**src/rtl/muldiv_seq.sv**
```systemverilog
`default_nettype none
// ============================================================================
// Module   : muldiv_seq
// Brief    : Iterative RV32M multiply/divide sequencer. Shift-add multiply or
//            restoring divide, one bit per cycle, with sign fix-up and a
//            one-cycle exdone pulse on completion.
// Revision : 1.0  initial release
// ============================================================================
module muldiv_seq #(
    parameter int XLEN = 32
) (
    input  logic            clk,
    input  logic            rst,
    input  logic            start,
    input  logic [2:0]      op,
    input  logic [XLEN-1:0] opa,
    input  logic [XLEN-1:0] opb,
    output logic            busy,
    output logic            exdone,
    output logic [XLEN-1:0] result
);

    typedef enum logic [2:0] {
        S_IDLE = 3'd0,
        S_PREP = 3'd1,
        S_ITER = 3'd2,
        S_FIX  = 3'd3,
        S_DONE = 3'd4
    } state_t;

    localparam int                 CW         = $clog2(XLEN + 1);
    localparam logic [CW-1:0]      C_ITERS    = CW'(XLEN);
    localparam logic [CW-1:0]      C_CNT_ONE  = CW'(1);
    localparam logic [XLEN-1:0]    C_ZERO     = '0;
    localparam logic [XLEN-1:0]    C_ONES     = '1;
    localparam logic [XLEN-1:0]    C_ONE      = XLEN'(1);
    localparam logic [2*XLEN-1:0]  C_ONE_2X   = (2*XLEN)'(1);
    localparam logic [XLEN-1:0]    C_MIN_NEG  = {1'b1, {(XLEN-1){1'b0}}};

    localparam logic [2:0] C_OP_MUL    = 3'b000;
    localparam logic [2:0] C_OP_MULH   = 3'b001;
    localparam logic [2:0] C_OP_MULHSU = 3'b010;
    localparam logic [2:0] C_OP_MULHU  = 3'b011;
    localparam logic [2:0] C_OP_DIV    = 3'b100;
    localparam logic [2:0] C_OP_DIVU   = 3'b101;
    localparam logic [2:0] C_OP_REM    = 3'b110;

    state_t              r_state;
    logic [2:0]          r_op;
    logic [XLEN-1:0]     r_opa;
    logic [XLEN-1:0]     r_opb;
    logic [CW-1:0]       r_cnt;
    // Multiply: {product_hi, multiplier/product_lo}. Divide: {remainder, quotient}.
    logic [2*XLEN-1:0]   r_acc;
    // Multiplicand magnitude (multiply) or divisor magnitude (divide).
    logic [XLEN-1:0]     r_opnd;
    logic                r_neg_main;
    logic                r_neg_rem;

    logic                w_is_div;
    logic                w_a_signed;
    logic                w_b_signed;
    logic                w_sign_a;
    logic                w_sign_b;
    logic [XLEN-1:0]     w_mag_a;
    logic [XLEN-1:0]     w_mag_b;
    logic                w_div_zero;
    logic                w_div_ovf;
    logic [XLEN:0]       w_sum;
    logic [2*XLEN-1:0]   w_mul_next;
    logic [XLEN:0]       w_rem_sh;
    logic                w_ge;
    logic [XLEN-1:0]     w_diff;
    logic [2*XLEN-1:0]   w_div_next;
    logic [2*XLEN-1:0]   w_prod;
    logic [XLEN-1:0]     w_quot;
    logic [XLEN-1:0]     w_rem;
    logic [XLEN-1:0]     w_fix_sel;

    // Operand conditioning, one iteration step and final sign fix-up/selection.
    always_comb begin
        w_is_div   = r_op[2];
        w_a_signed = (r_op == C_OP_MULH) || (r_op == C_OP_MULHSU) ||
                     (r_op == C_OP_DIV)  || (r_op == C_OP_REM);
        w_b_signed = (r_op == C_OP_MULH) || (r_op == C_OP_DIV) || (r_op == C_OP_REM);
        w_sign_a   = w_a_signed & r_opa[XLEN-1];
        w_sign_b   = w_b_signed & r_opb[XLEN-1];
        w_mag_a    = w_sign_a ? (~r_opa + C_ONE) : r_opa;
        w_mag_b    = w_sign_b ? (~r_opb + C_ONE) : r_opb;

        // Special divide cases bypass the iteration entirely.
        w_div_zero = w_is_div && (r_opb == C_ZERO);
        w_div_ovf  = w_is_div && !r_op[0] && (r_opa == C_MIN_NEG) && (r_opb == C_ONES);

        // Shift-add multiply: conditional add into the upper half, then shift
        // right with the adder carry entering at the top.
        w_sum      = {1'b0, r_acc[2*XLEN-1:XLEN]} + {1'b0, r_opnd};
        w_mul_next = r_acc[0] ? {w_sum, r_acc[XLEN-1:1]} : {1'b0, r_acc[2*XLEN-1:1]};

        // Restoring divide: the shifted remainder needs one extra bit because
        // the divisor magnitude can use the full XLEN.
        w_rem_sh   = {r_acc[2*XLEN-1:XLEN], r_acc[XLEN-1]};
        w_ge       = (w_rem_sh >= {1'b0, r_opnd});
        w_diff     = w_rem_sh[XLEN-1:0] - r_opnd;
        w_div_next = w_ge ? {w_diff, r_acc[XLEN-2:0], 1'b1}
                          : {w_rem_sh[XLEN-1:0], r_acc[XLEN-2:0], 1'b0};

        w_prod     = r_neg_main ? (~r_acc + C_ONE_2X) : r_acc;
        w_quot     = r_neg_main ? (~r_acc[XLEN-1:0] + C_ONE) : r_acc[XLEN-1:0];
        w_rem      = r_neg_rem ? (~r_acc[2*XLEN-1:XLEN] + C_ONE) : r_acc[2*XLEN-1:XLEN];

        case (r_op)
            C_OP_MUL:                          w_fix_sel = w_prod[XLEN-1:0];
            C_OP_MULH, C_OP_MULHSU, C_OP_MULHU: w_fix_sel = w_prod[2*XLEN-1:XLEN];
            C_OP_DIV, C_OP_DIVU:               w_fix_sel = w_quot;
            default:                           w_fix_sel = w_rem;
        endcase
    end

    // Sequencer FSM with registered busy/exdone/result.
    always_ff @(posedge clk) begin
        if (rst) begin
            r_state    <= S_IDLE;
            r_op       <= 3'b000;
            r_opa      <= C_ZERO;
            r_opb      <= C_ZERO;
            r_cnt      <= '0;
            r_acc      <= '0;
            r_opnd     <= C_ZERO;
            r_neg_main <= 1'b0;
            r_neg_rem  <= 1'b0;
            busy       <= 1'b0;
            exdone     <= 1'b0;
            result     <= C_ZERO;
        end else begin
            case (r_state)
                S_IDLE, S_DONE: begin
                    exdone <= 1'b0;
                    if (start) begin
                        r_op    <= op;
                        r_opa   <= opa;
                        r_opb   <= opb;
                        r_cnt   <= C_ITERS;
                        busy    <= 1'b1;
                        r_state <= S_PREP;
                    end else begin
                        r_state <= S_IDLE;
                    end
                end
                S_PREP: begin
                    r_neg_main <= w_sign_a ^ w_sign_b;
                    r_neg_rem  <= w_sign_a;
                    if (w_is_div) begin
                        r_acc  <= {C_ZERO, w_mag_a};
                        r_opnd <= w_mag_b;
                    end else begin
                        r_acc  <= {C_ZERO, w_mag_b};
                        r_opnd <= w_mag_a;
                    end
                    if (w_div_zero) begin
                        // Quotient all ones, remainder is the raw dividend.
                        result  <= r_op[1] ? r_opa : C_ONES;
                        busy    <= 1'b0;
                        exdone  <= 1'b1;
                        r_state <= S_DONE;
                    end else if (w_div_ovf) begin
                        result  <= r_op[1] ? C_ZERO : C_MIN_NEG;
                        busy    <= 1'b0;
                        exdone  <= 1'b1;
                        r_state <= S_DONE;
                    end else begin
                        r_state <= S_ITER;
                    end
                end
                S_ITER: begin
                    r_acc <= w_is_div ? w_div_next : w_mul_next;
                    r_cnt <= r_cnt - C_CNT_ONE;
                    if (r_cnt == C_CNT_ONE) begin
                        r_state <= S_FIX;
                    end
                end
                S_FIX: begin
                    result  <= w_fix_sel;
                    busy    <= 1'b0;
                    exdone  <= 1'b1;
                    r_state <= S_DONE;
                end
                default: begin
                    busy    <= 1'b0;
                    exdone  <= 1'b0;
                    r_state <= S_IDLE;
                end
            endcase
        end
    end

endmodule
`default_nettype wire

```
**config.mk**
```make
export PLATFORM = sky130hd
export DESIGN_NAME = muldiv_seq
export DESIGN_NICKNAME = d
export VERILOG_FILES = /design/src/rtl/muldiv_seq.sv
export SDC_FILE = /design/constraint.sdc
export NUM_CORES = 1
export LEC_CHECK = 0
export BUFFER_PORTS_ARGS = -buffer_cell sky130_fd_sc_hd__buf_4
export CAP_MARGIN = 0
export CELL_PAD_IN_SITES_DETAIL_PLACEMENT = 1
export CELL_PAD_IN_SITES_GLOBAL_PLACEMENT = 2
export CORE_MARGIN = 2
export CORE_UTILIZATION = 39
export DETAILED_ROUTE_END_ITERATION = 6
export PLACE_DENSITY_LB_ADDON = 0.1
export SLEW_MARGIN = 0
export SYNTH_ARGS = -nofsm -noshare
export SYNTH_HDL_FRONTEND = slang
export SYNTH_SLANG_ARGS = --single-unit
```
**constraint.sdc**
```tcl
create_clock -name clk -period 7.6 [get_ports clk]
set_input_delay 1.9 -clock clk [delete_from_list [all_inputs] [get_ports clk]]
set_output_delay 1.9 -clock clk [all_outputs]
set_load 0.005 [all_outputs]
```
==> run summary <==
largest family of logic cells by synthesized area = compound AO/OA/AOI/OAI gates
Final Cycle Share = 65.02%
sequential share of the synthesized area = 24.16%
Die Y = 214.2 um
#FFs+latches synth = 208
Leak Pwr = 7.348 nW
CP arrival = 5360 ps
final net count = 2516
yosys warns = 0
num rows = 77
width of the die = 214.2 um
Synth area leader = dfxtp_1
Synth cell types = 86
vias in the first global route = 18278
Max Root-Sink Buffers = 3
Synth Net Count = 2542
Post-synth top flop = dfxtp_1
Hold Path Sink = r_opb[25]
Antenna Cells = 0
Max rail drop VDD = 147.6 uV
Worst R2R Path Depth = 13
area fraction of the dominant cell type after synthesis = 24.16%
fin crit period = 4942 ps
DR iter-0 viols = 1173
commonest non-fill, non-tap cell in the layout = nand2_1
I/O Buffers = 103
largest net degree at the start of global routing = 72
setup bufs post-CTS = 0
post-cts sizing count = 0
FMAX = 202.4 MHz
Hold Fails Final Rpt = 0
crit-path max FO = 37
Min Hold Slack = 476.1 ps
Die ar. = 45880 um2
Synth Area in XOR/XNOR = 9.047%
CTS root buffer = clkbuf_16
ys async rst share = 0%
Final Max Tran Viols = 0
status = complete, no violations
Vias per Instance = 6.057
post-synthesis simple-gate area fraction = 21.43%
CTS Sinks = 208
CP required = 8020 ps
All-Layer GR Usage = 30.83%
first drt pass iteration count = 7
initial antenna violation count = 1
Startpoint Class = flop
clock skew = 25.04 ps
dominant cells by area after synthesis = dfxtp_1 24%, a21oi_1 7.9%, nand2_1 7.5%
DP Cell Count = 2936
post-synthesis mux area share = 5.402%
Adder-Cell Fraction of Synth Area = 5.388%
initial core utilization = 39.22%
mean area per synthesized cell = 7.183 um2
TritonCTS clock tree = done
WL per Instance = 24.31 um
post-route non-filler standard cell count = 2983
post-DP HPWL = 55430 um
area of the core = 43930 um2
reg-to-reg critical path endpoint = result[10]
Synth Instances = 2399
DRC = 0
Final setup viols = 0
global-route wire length before repair = 111700 um
R2R Setup Slk = 2660 ps
hold-critical path depth = 2
critical path endpoint category = flop
I/O Pins = 104
Area Growth Syn to Fin = 11.49%
maxcap violations = 0
CTS clk-pin slew, worst paths = 60 ps
Routed Antenna Nets = 0
Post-Route WL = 72520 um
gr ovfl total = 0
hold path start = r_opb[25]
CTS buffer count = 27
Compound-Gate Fraction of Synth Area = 28.54%
Power per Cell Area = 198.2 nW/um2
gpl congestion = 1.000
DR vias = 18069
worst hold path class = flop to flop
Worst slew margin = 15.47%
Setup TNS Final = 0 ps
Post-synth EDFFs = 0
Critical R2R Launch = r_acc[0]
Worst-Margin Slew = 1265 ps
clock latency on the worst-skew pair = 570 ps
share of layout cells above drive strength 1 = 9.578%
most frequent cells in the layout = 342 x nand2_1, 272 x a21oi_1, 205 x dfxtp_1
unrepaired setup endpoints after global routing = false
hold-fix buffer count after cts = 0
crit path kind = flop to flop
CTS H-tree depth = 1
mapped cell area = 17230 um2
cells by family (layout without fill, tap and decap cells):
| group | count (synthesis) | count (layout) |
|---|---|---|
| xor gates and xnor gates | 178 | 178 |
| muxes | 92 | 92 |
| adders and majority gates | 73 | 73 |
| buffers and inverters | 268 | 260 |
| AOI/OAI and AO/OA | 777 | 777 |
| and+or+nand+nor | 803 | 803 |
| DFF | 208 | 208 |
flip-flops by register name (all words and copies together) (netlist names):
| name | cells |
|---|---|
| r_opa | 32 |
| r_opnd | 32 |
| r_neg_main | 1 |
| r_cnt | 6 |
| r_op | 3 |
| r_acc | 64 |
| exdone | 1 |
| r_opb | 32 |
| r_state | 3 |
| result | 32 |
| busy | 1 |
| r_neg_rem | 1 |
stage by stage:
step	util, %	area [um2]	worst slack [ps]	total power [mW]
final	43.73	19210	2658	3.807
after global routing	43.73	19210	2428	3.989
after CTS	43.73	19210	2833	3.820
after detailed placement	41.68	18310	2852	2.466
after global placement	41.68	18310	2953	2.451
after floorplan	-	17230	4543	2.053
layout make-up:
cell class / count / area [um2]
Sequential cell: 208 / 4170
Fill cell: 5546 / 24720
Inverter: 73 / 274.0
Clock buffer: 35 / 735.7
Clock inverter: 12 / 163.9
Timing Repair Buffer: 140 / 1055
Tap cell: 592 / 740.7
Multi-Input combinational cell: 1923 / 12070
how the worst max path moves through the flow:
| stage | cells after the start | startpoint | endpoint | slack, ps |
|---|---|---|---|---|
| 2_1_floorplan | 11 | r_acc[33] | r_acc[59] | 4540 |
| 3_3_place_gp | 12 | r_acc[0] | result[16] | 2950 |
| 3_5_place_dp | 13 | r_acc[0] | result[10] | 2850 |
| 4_1_cts | 13 | r_acc[0] | result[10] | 2830 |
| 5_1_grt | 13 | r_acc[0] | result[10] | 2430 |
| 6_report | 13 | r_acc[0] | result[10] | 2660 |
routing by layer:
layer	vias to the layer above	routed length, um	global-route usage (%)	part of all wire (%)
met5	-	13	0	0.018
met4	2	2837	11.55	3.9
met3	128	3265	3.106	4.5
met2	457	34210	52.14	47
met1	8882	32190	40.57	44
li1	8600	-	-	-
cell usage after synthesis (all sizes together), types with 26 or more instances:
library cell  count
nor3             46
a21o             28
o22ai            26
o21ai           158
o31ai            40
o211ai           38
mux2i            84
xnor2            92
a21oi           272
buf              27
dfxtp           208
xor2             86
inv              70
a31oi            27
nor2            209
ha               71
nand2           344
clkbuf          168
worst max-delay path, stage by stage (launching register included):
cell,delay (ps)
dfxtp_2,350
buf_4,300
inv_1,110
buf_4,320
ha_1,230
nand2b_1,130
nor4_1,840
nand4_1,900
o31ai_1,660
xnor2_1,140
a222oi_1,410
o211ai_1,140
o21ai_0,140
nor2_1,60
where the power goes:
group / total [mW] / switching (mW) / internal (mW)
clock network: 1.35 / 0.534 / 0.812
registers: 1.23 / 0.0899 / 1.14
logic: 1.23 / 0.802 / 0.428
total: 3.81 / 1.43 / 2.38
No activity file was read; power rests on OpenSTA's default activity.
